### config.mk
export PLATFORM = sky130hd
export DESIGN_NAME = uart_rx_deserializer_flat
export DESIGN_NICKNAME = d
export VERILOG_FILES = /design/src/rtl/uart_rx_pkg.sv /design/src/rtl/uart_rx_deserializer_if.sv /design/src/rtl/uart_rx_deserializer_rx_bit_timer.sv /design/src/rtl/uart_rx_deserializer.sv /design/src/flat_wrapper.sv
export SDC_FILE = /design/constraint.sdc
export NUM_CORES = 1
export LEC_CHECK = 0
export CAP_MARGIN = 30
export CORE_AREA = 2 2 65 67
export CTS_CLUSTER_SIZE = 40
export DETAILED_ROUTE_END_ITERATION = 8
export DIE_AREA = 0 0 67 69
export PLACE_DENSITY = 0.61
export SKIP_CTS_REPAIR_TIMING = 1
export SYNTH_ARGS = -nofsm -noshare
export SYNTH_HDL_FRONTEND = slang
export SYNTH_SLANG_ARGS = --single-unit
export TNS_END_PERCENT = 50
### constraint.sdc
create_clock -name clk -period 1.45 [get_ports clk]
set_input_delay 0.2175 -clock clk [delete_from_list [all_inputs] [get_ports clk]]
set_output_delay 0.2175 -clock clk [all_outputs]
set_load 0.02 [all_outputs]
### src/rtl/uart_rx_pkg.sv
// uart_rx_pkg: shared FSM state type and default parameters for the UART receive path
package uart_rx_pkg;
  typedef enum logic [2:0] {IDLE, START, DATA, PARITY, STOP} rx_state_t;
  localparam int CLKS_PER_BIT_DEF = 16;
  localparam int DATA_W_DEF = 8;
  localparam int CNT_W_DEF = 5;
endpackage

### src/rtl/uart_rx_deserializer_if.sv
// uart_rx_deserializer_if: frame delivery bus between the receiver (master) and its consumer (slave)
// rx_data/rx_valid/frame_err/overrun/busy driven by the receiver, rx_ready by the consumer
// parity_err exists only when UART_RX_PARITY_EN is defined
interface uart_rx_deserializer_if #(parameter int DATA_W = uart_rx_pkg::DATA_W_DEF);
  logic [DATA_W-1:0] rx_data;
  logic rx_valid;
  logic rx_ready;
  logic frame_err;
  logic overrun;
  logic busy;
`ifdef UART_RX_PARITY_EN
  logic parity_err;
  modport master(output rx_data, rx_valid, frame_err, overrun, busy, parity_err, input rx_ready);
  modport slave(input rx_data, rx_valid, frame_err, overrun, busy, parity_err, output rx_ready);
`else
  modport master(output rx_data, rx_valid, frame_err, overrun, busy, input rx_ready);
  modport slave(input rx_data, rx_valid, frame_err, overrun, busy, output rx_ready);
`endif
endinterface

### src/rtl/uart_rx_deserializer_rx_bit_timer.sv
// rx_bit_timer: free-running bit timer that ticks and wraps when the count reaches max
// clk, nrst: clock and async active-low reset
// clear: force count to 0; count_enable: advance count; max: terminal count; tick: count == max while enabled
module rx_bit_timer #(
  parameter int CNT_W = uart_rx_pkg::CNT_W_DEF
) (
  input  logic             clk,
  input  logic             nrst,
  input  logic             clear,
  input  logic             count_enable,
  input  logic [CNT_W-1:0] max,
  output logic             tick
);
  logic [CNT_W-1:0] cnt;
  assign tick = count_enable && !clear && cnt == max;
  always_ff @(posedge clk or negedge nrst)
    if (!nrst) cnt <= '0;
    else cnt <= clear || tick ? '0 : count_enable ? cnt + 1'b1 : cnt;
endmodule

### src/rtl/uart_rx_deserializer.sv
// uart_rx_deserializer: UART receiver, mid-bit sampling, LSB-first shift, stop check, valid/ready delivery
// clk, nrst: clock and async active-low reset; rx_serial: idle-high serial line (asynchronous)
// bus (master): rx_data/rx_valid held until rx_ready, frame_err/overrun pulses, busy while not IDLE
// UART_RX_PARITY_EN: adds an even-parity bit after the data bits and the parity_err pulse
module uart_rx_deserializer
  import uart_rx_pkg::*;
#(
  parameter int CLKS_PER_BIT = CLKS_PER_BIT_DEF,
  parameter int DATA_W = DATA_W_DEF,
  parameter int CNT_W = CNT_W_DEF
) (
  input logic clk,
  input logic nrst,
  input logic rx_serial,
  uart_rx_deserializer_if.master bus
);
  localparam int BC_W = $clog2(DATA_W + 1);
  logic s1, s2;
  rx_state_t state, nxt;
  logic [CNT_W-1:0] tmax;
  logic tick, last, stop_tick, good, pok, hold;
  logic [BC_W-1:0] bcnt;
  logic [DATA_W-1:0] sh;
`ifdef UART_RX_PARITY_EN
  localparam rx_state_t AFTER_DATA = PARITY;
  logic par;
  assign pok = ~^{sh, par};
  always_ff @(posedge clk or negedge nrst)
    if (!nrst) par <= 1'b0;
    else if (state == PARITY && tick) par <= s2;
  always_ff @(posedge clk or negedge nrst)
    if (!nrst) bus.parity_err <= 1'b0;
    else bus.parity_err <= stop_tick && s2 && !pok;
`else
  localparam rx_state_t AFTER_DATA = STOP;
  assign pok = 1'b1;
`endif
  rx_bit_timer #(.CNT_W(CNT_W)) u_timer (
    .clk(clk),
    .nrst(nrst),
    .clear(state == IDLE),
    .count_enable(state != IDLE),
    .max(tmax),
    .tick(tick)
  );
  // START waits half a bit so every later full-bit tick lands mid-bit
  assign tmax = state == START ? CNT_W'(CLKS_PER_BIT / 2 - 1) : CNT_W'(CLKS_PER_BIT - 1);
  assign last = bcnt == BC_W'(DATA_W - 1);
  assign stop_tick = state == STOP && tick;
  assign good = stop_tick && s2 && pok;
  assign hold = bus.rx_valid && !bus.rx_ready;
  assign bus.busy = state != IDLE;
  always_comb
    nxt = state == IDLE ? (s2 ? IDLE : START) :
          state == START ? (tick ? (s2 ? IDLE : DATA) : START) :
          state == DATA ? (tick && last ? AFTER_DATA : DATA) :
          state == PARITY ? (tick ? STOP : PARITY) :
          tick ? IDLE : STOP;
  always_ff @(posedge clk or negedge nrst)
    if (!nrst) begin
      s1 <= 1'b1;
      s2 <= 1'b1;
      state <= IDLE;
      bcnt <= '0;
      sh <= '0;
    end else begin
      s1 <= rx_serial;
      s2 <= s1;
      state <= nxt;
      bcnt <= state == IDLE ? '0 : state == DATA && tick ? bcnt + 1'b1 : bcnt;
      if (state == DATA && tick) sh <= {s2, sh[DATA_W-1:1]};
    end
  always_ff @(posedge clk or negedge nrst)
    if (!nrst) begin
      bus.rx_data <= '0;
      bus.rx_valid <= 1'b0;
      bus.frame_err <= 1'b0;
      bus.overrun <= 1'b0;
    end else begin
      bus.frame_err <= stop_tick && !s2;
      bus.overrun <= good && hold;
      bus.rx_valid <= good || hold;
      if (good && !hold) bus.rx_data <= sh;
    end
endmodule

### src/flat_wrapper.sv
// flat-port wrapper written by rule: the top's interface ports become plain ports
module uart_rx_deserializer_flat import uart_rx_pkg::*;
#(
  parameter int CLKS_PER_BIT = CLKS_PER_BIT_DEF,
  parameter int DATA_W = DATA_W_DEF,
  parameter int CNT_W = CNT_W_DEF
)
  (clk, nrst, rx_serial, bus_rx_data, bus_rx_valid, bus_frame_err, bus_overrun, bus_busy, bus_rx_ready);
  uart_rx_deserializer_if #(.DATA_W(DATA_W)) bus_i ();
  input logic clk;
  input logic nrst;
  input logic rx_serial;
  output wire logic [$bits(bus_i.rx_data)-1:0] bus_rx_data;
  output wire logic [$bits(bus_i.rx_valid)-1:0] bus_rx_valid;
  output wire logic [$bits(bus_i.frame_err)-1:0] bus_frame_err;
  output wire logic [$bits(bus_i.overrun)-1:0] bus_overrun;
  output wire logic [$bits(bus_i.busy)-1:0] bus_busy;
  input wire logic [$bits(bus_i.rx_ready)-1:0] bus_rx_ready;
  assign bus_rx_data = bus_i.rx_data;
  assign bus_rx_valid = bus_i.rx_valid;
  assign bus_frame_err = bus_i.frame_err;
  assign bus_overrun = bus_i.overrun;
  assign bus_busy = bus_i.busy;
  assign bus_i.rx_ready = bus_rx_ready;
  uart_rx_deserializer #(.CLKS_PER_BIT(CLKS_PER_BIT), .DATA_W(DATA_W), .CNT_W(CNT_W)) u_core (.clk(clk), .nrst(nrst), .rx_serial(rx_serial), .bus(bus_i));
endmodule
==> results.yml <==
run_status:
  outcome: "complete, but fails checks"
  violations: "negative setup slack"
clocking:
  clk_pin_slew_ns: 0.07
  clkSinkCount: 33
  cts_tree: "built"
  cts.path.max_buffers: 2
  cts_htree_levels: 2
  root_buffer: "clkbuf_8"
  clk_latency_ns: 0.29
  cts_made_buffers: 5
cells_and_area:
  regArea_sq_um: 830.8
  layout_commonest_cell: "dfrtp_1"
  fin_util: 0.5668
  fillCellCount: 346
  layout.nets: 174
  final_cell_mix: "dfrtp_1, buf_4, dlymetal6s2s_1, mux2_4, mux2_2"
  area_growth_pct: 44.50
  drive_gt1_frac: 0.4524
  multiInputGateArea_sq_um: 783.3
  antenna-diode-count: 0
sta:
  max_freq_mhz: 654.7
  tightest_slew_ns: 0.3124
  rsz0062_at_grt: "true"
  setup_viol: 19
  finClkSkew_ns: 0.006151
  setup_ws_ns: -0.07737
  relSlewSlack: 0.7891
  slew_viol_final: 0
  fin_crit_sh: 1.053
  holdWs_ns: 0.2864
  post-route-min-period_ns: 1.527
  hold_violations: 0
floorplanning:
  die_h_microns: 69
  io_pins: 16
  fp-row-count: 23
  die_w_microns: 67
  start_util: 0.3923
  core_area_sq_um: 3914
  dieArea_sq_um: 4623
setup_path:
  critPathMaxFanout: 5
  crit_path_start_kind: "register"
  critPathMaxStageDelay_ns: 0.40
  cp_top_family: "flip-flops"
  crit_path_end_kind: "register"
  path_cells: "or2_4 -> buf_6 -> o21ai_2 -> nand2_1 -> ha_4 -> o32a_1 -> o21a_1"
  required_ns: 1.63
  path_buf_inv: 1
  arrival_ns: 1.71
  slowest_stage: "dfrtp_1"
  path_class: "register to register"
detailed_routing:
  vias: 1143
  drt-initial-drc-count: 41
  dr.pass1.iters: 4
  finalWirelength_mm: 3.256
  ant_nets: 0
  wl_per_cell_microns: 14.94
  post-route-drc-count: 0
  viasPerCell: 5.243
power_and_ir_drop:
  ir_worst_vdd_v: 0.0008161
  power_density_nw_per_um2: 1408
  p_leak_uw: 0.001206
placed_design:
  place_hpwl_mm: 2.177
  place_congestion: 0.7854
  portBuffers: 15
logic_synthesis:
  synthesis.area_sq_um: 1535
  synth_cells: 125
  async_flop_share: 1.000
  avgSynthCellArea_sq_um: 12.28
  synth_area_leaders: "dfrtp_1, mux2_2, dfstp_2, o21ai_0, ha_1"
  syn-num-nets: 132
  synth_cell_types: 39
  ys_warn_count: 0
  yosysTopAreaCell: "dfrtp_1"
  synth_edf_count: 0
  synth_ff_type: "dfrtp_1"
  synth.top_cell.area_share: 0.5053
  ys_seq_area_frac: 0.5395
  ys_ff_latch: 33
global_route:
  grt-ovfl-total: 0
  grtUsageMet1: 0.1803
  grt_max_degree: 34
  grtUsageMet2: 0.2420
  antenna_found_initial: 0
  grt_use_total: 0.1527
  use_met3: 0.05220
  grt_pass1_vias: 1131
  grt_first_pass_wirelength_mm: 5.278
  busiest_layer: "met2"
worst_hold_path:
  hp-class: "input port to asynchronous set/reset pin"
run:
  maxCapViolCount: 0
## where the power goes
part	total (uW)	internal, uW	switching, uW	leakage, uW
logic	1130	625	503	0.000710
clock network	872	514	358	0.0000543
registers	1120	1020	105	0.000442
total	3120	2160	966	0.00121
## cells in the mapped netlist, types with 3 or more instances
cell,instances
dfrtp_1,31
inv_1,3
mux2_2,15
nand3_1,6
nand2_1,5
mux2i_1,3
ha_1,3
o21ai_0,9
nor3_1,3
buf_2,3
a21oi_1,5
nor2_1,3
## layout make-up
type	count	area share
inverter	3	0.005076
clock buffer	5	0.03102
clock inverter	3	0.02087
timing repair buffer	41	0.1873
sequential	33	0.3745
tap	50	0.02820
multi-input combinational	83	0.3531
## state kept, by name, summed over array words and instances (netlist names)
name / cells
u_core.bus.overrun: 1
u_core.s2: 1
u_core.sh: 8
u_core.bcnt: 4
u_core.s1: 1
u_core.bus.frame_err: 1
u_core.u_timer.cnt: 5
u_core.bus.rx_valid: 1
u_core.bus.rx_data: 8
u_core.state: 3
## logic make-up (layout without fill, tap and decap cells)
| family | count (synthesis) | after routing | share of synthesized area |
|---|---|---|---|
| simple gates | 39 | 40 | 0.1809 |
| flops | 33 | 33 | 0.5395 |
| compound gates | 21 | 21 | 0.08313 |
| mux | 18 | 18 | 0.1296 |
| buf+inv | 10 | 52 | 0.03667 |
| fa+ha+maj | 3 | 3 | 0.02445 |
| xor+xnor | 1 | 1 | 0.005706 |
## final timing paths
kind                            startpoint                    end  slack [ns]  cells after the start
max reg2reg                u_core.state[2]        u_core.state[1]       -0.08                      7
min                                   nrst  u_core.u_timer.cnt[4]        0.29                      2
max                        u_core.state[2]        u_core.state[1]       -0.08                      7
min in group clk                 rx_serial              u_core.s1        0.34                      1
min reg2reg                      u_core.s1              u_core.s2        0.36                      0
max in group asynchronous             nrst              u_core.s2        0.90                      2
## stage by stage
stage	setup TNS (ns)	area (sq um)	cells	power (uW)	worst slack [ns]
floorplan	-0.06103	1560	125	1710	-0.007629
global placement	-1.550	1883	202	2001	-0.09217
detailed placement	-1.887	1883	202	2036	-0.1089
CTS	-2.920	1998	210	2918	-0.4148
global route	-1.947	2218	218	3299	-0.1291
finish	-0.8571	2218	218	3124	-0.07737
## metal layers
metal | wire [microns] | vias to the layer above
met2 | 1602 | 25
li1 | - | 537
met3 | 127 | 5
met1 | 1453 | 576
met4 | 72 | 0
met5 | 0 | -
Note: power is estimated with default switching activity, not from simulation.
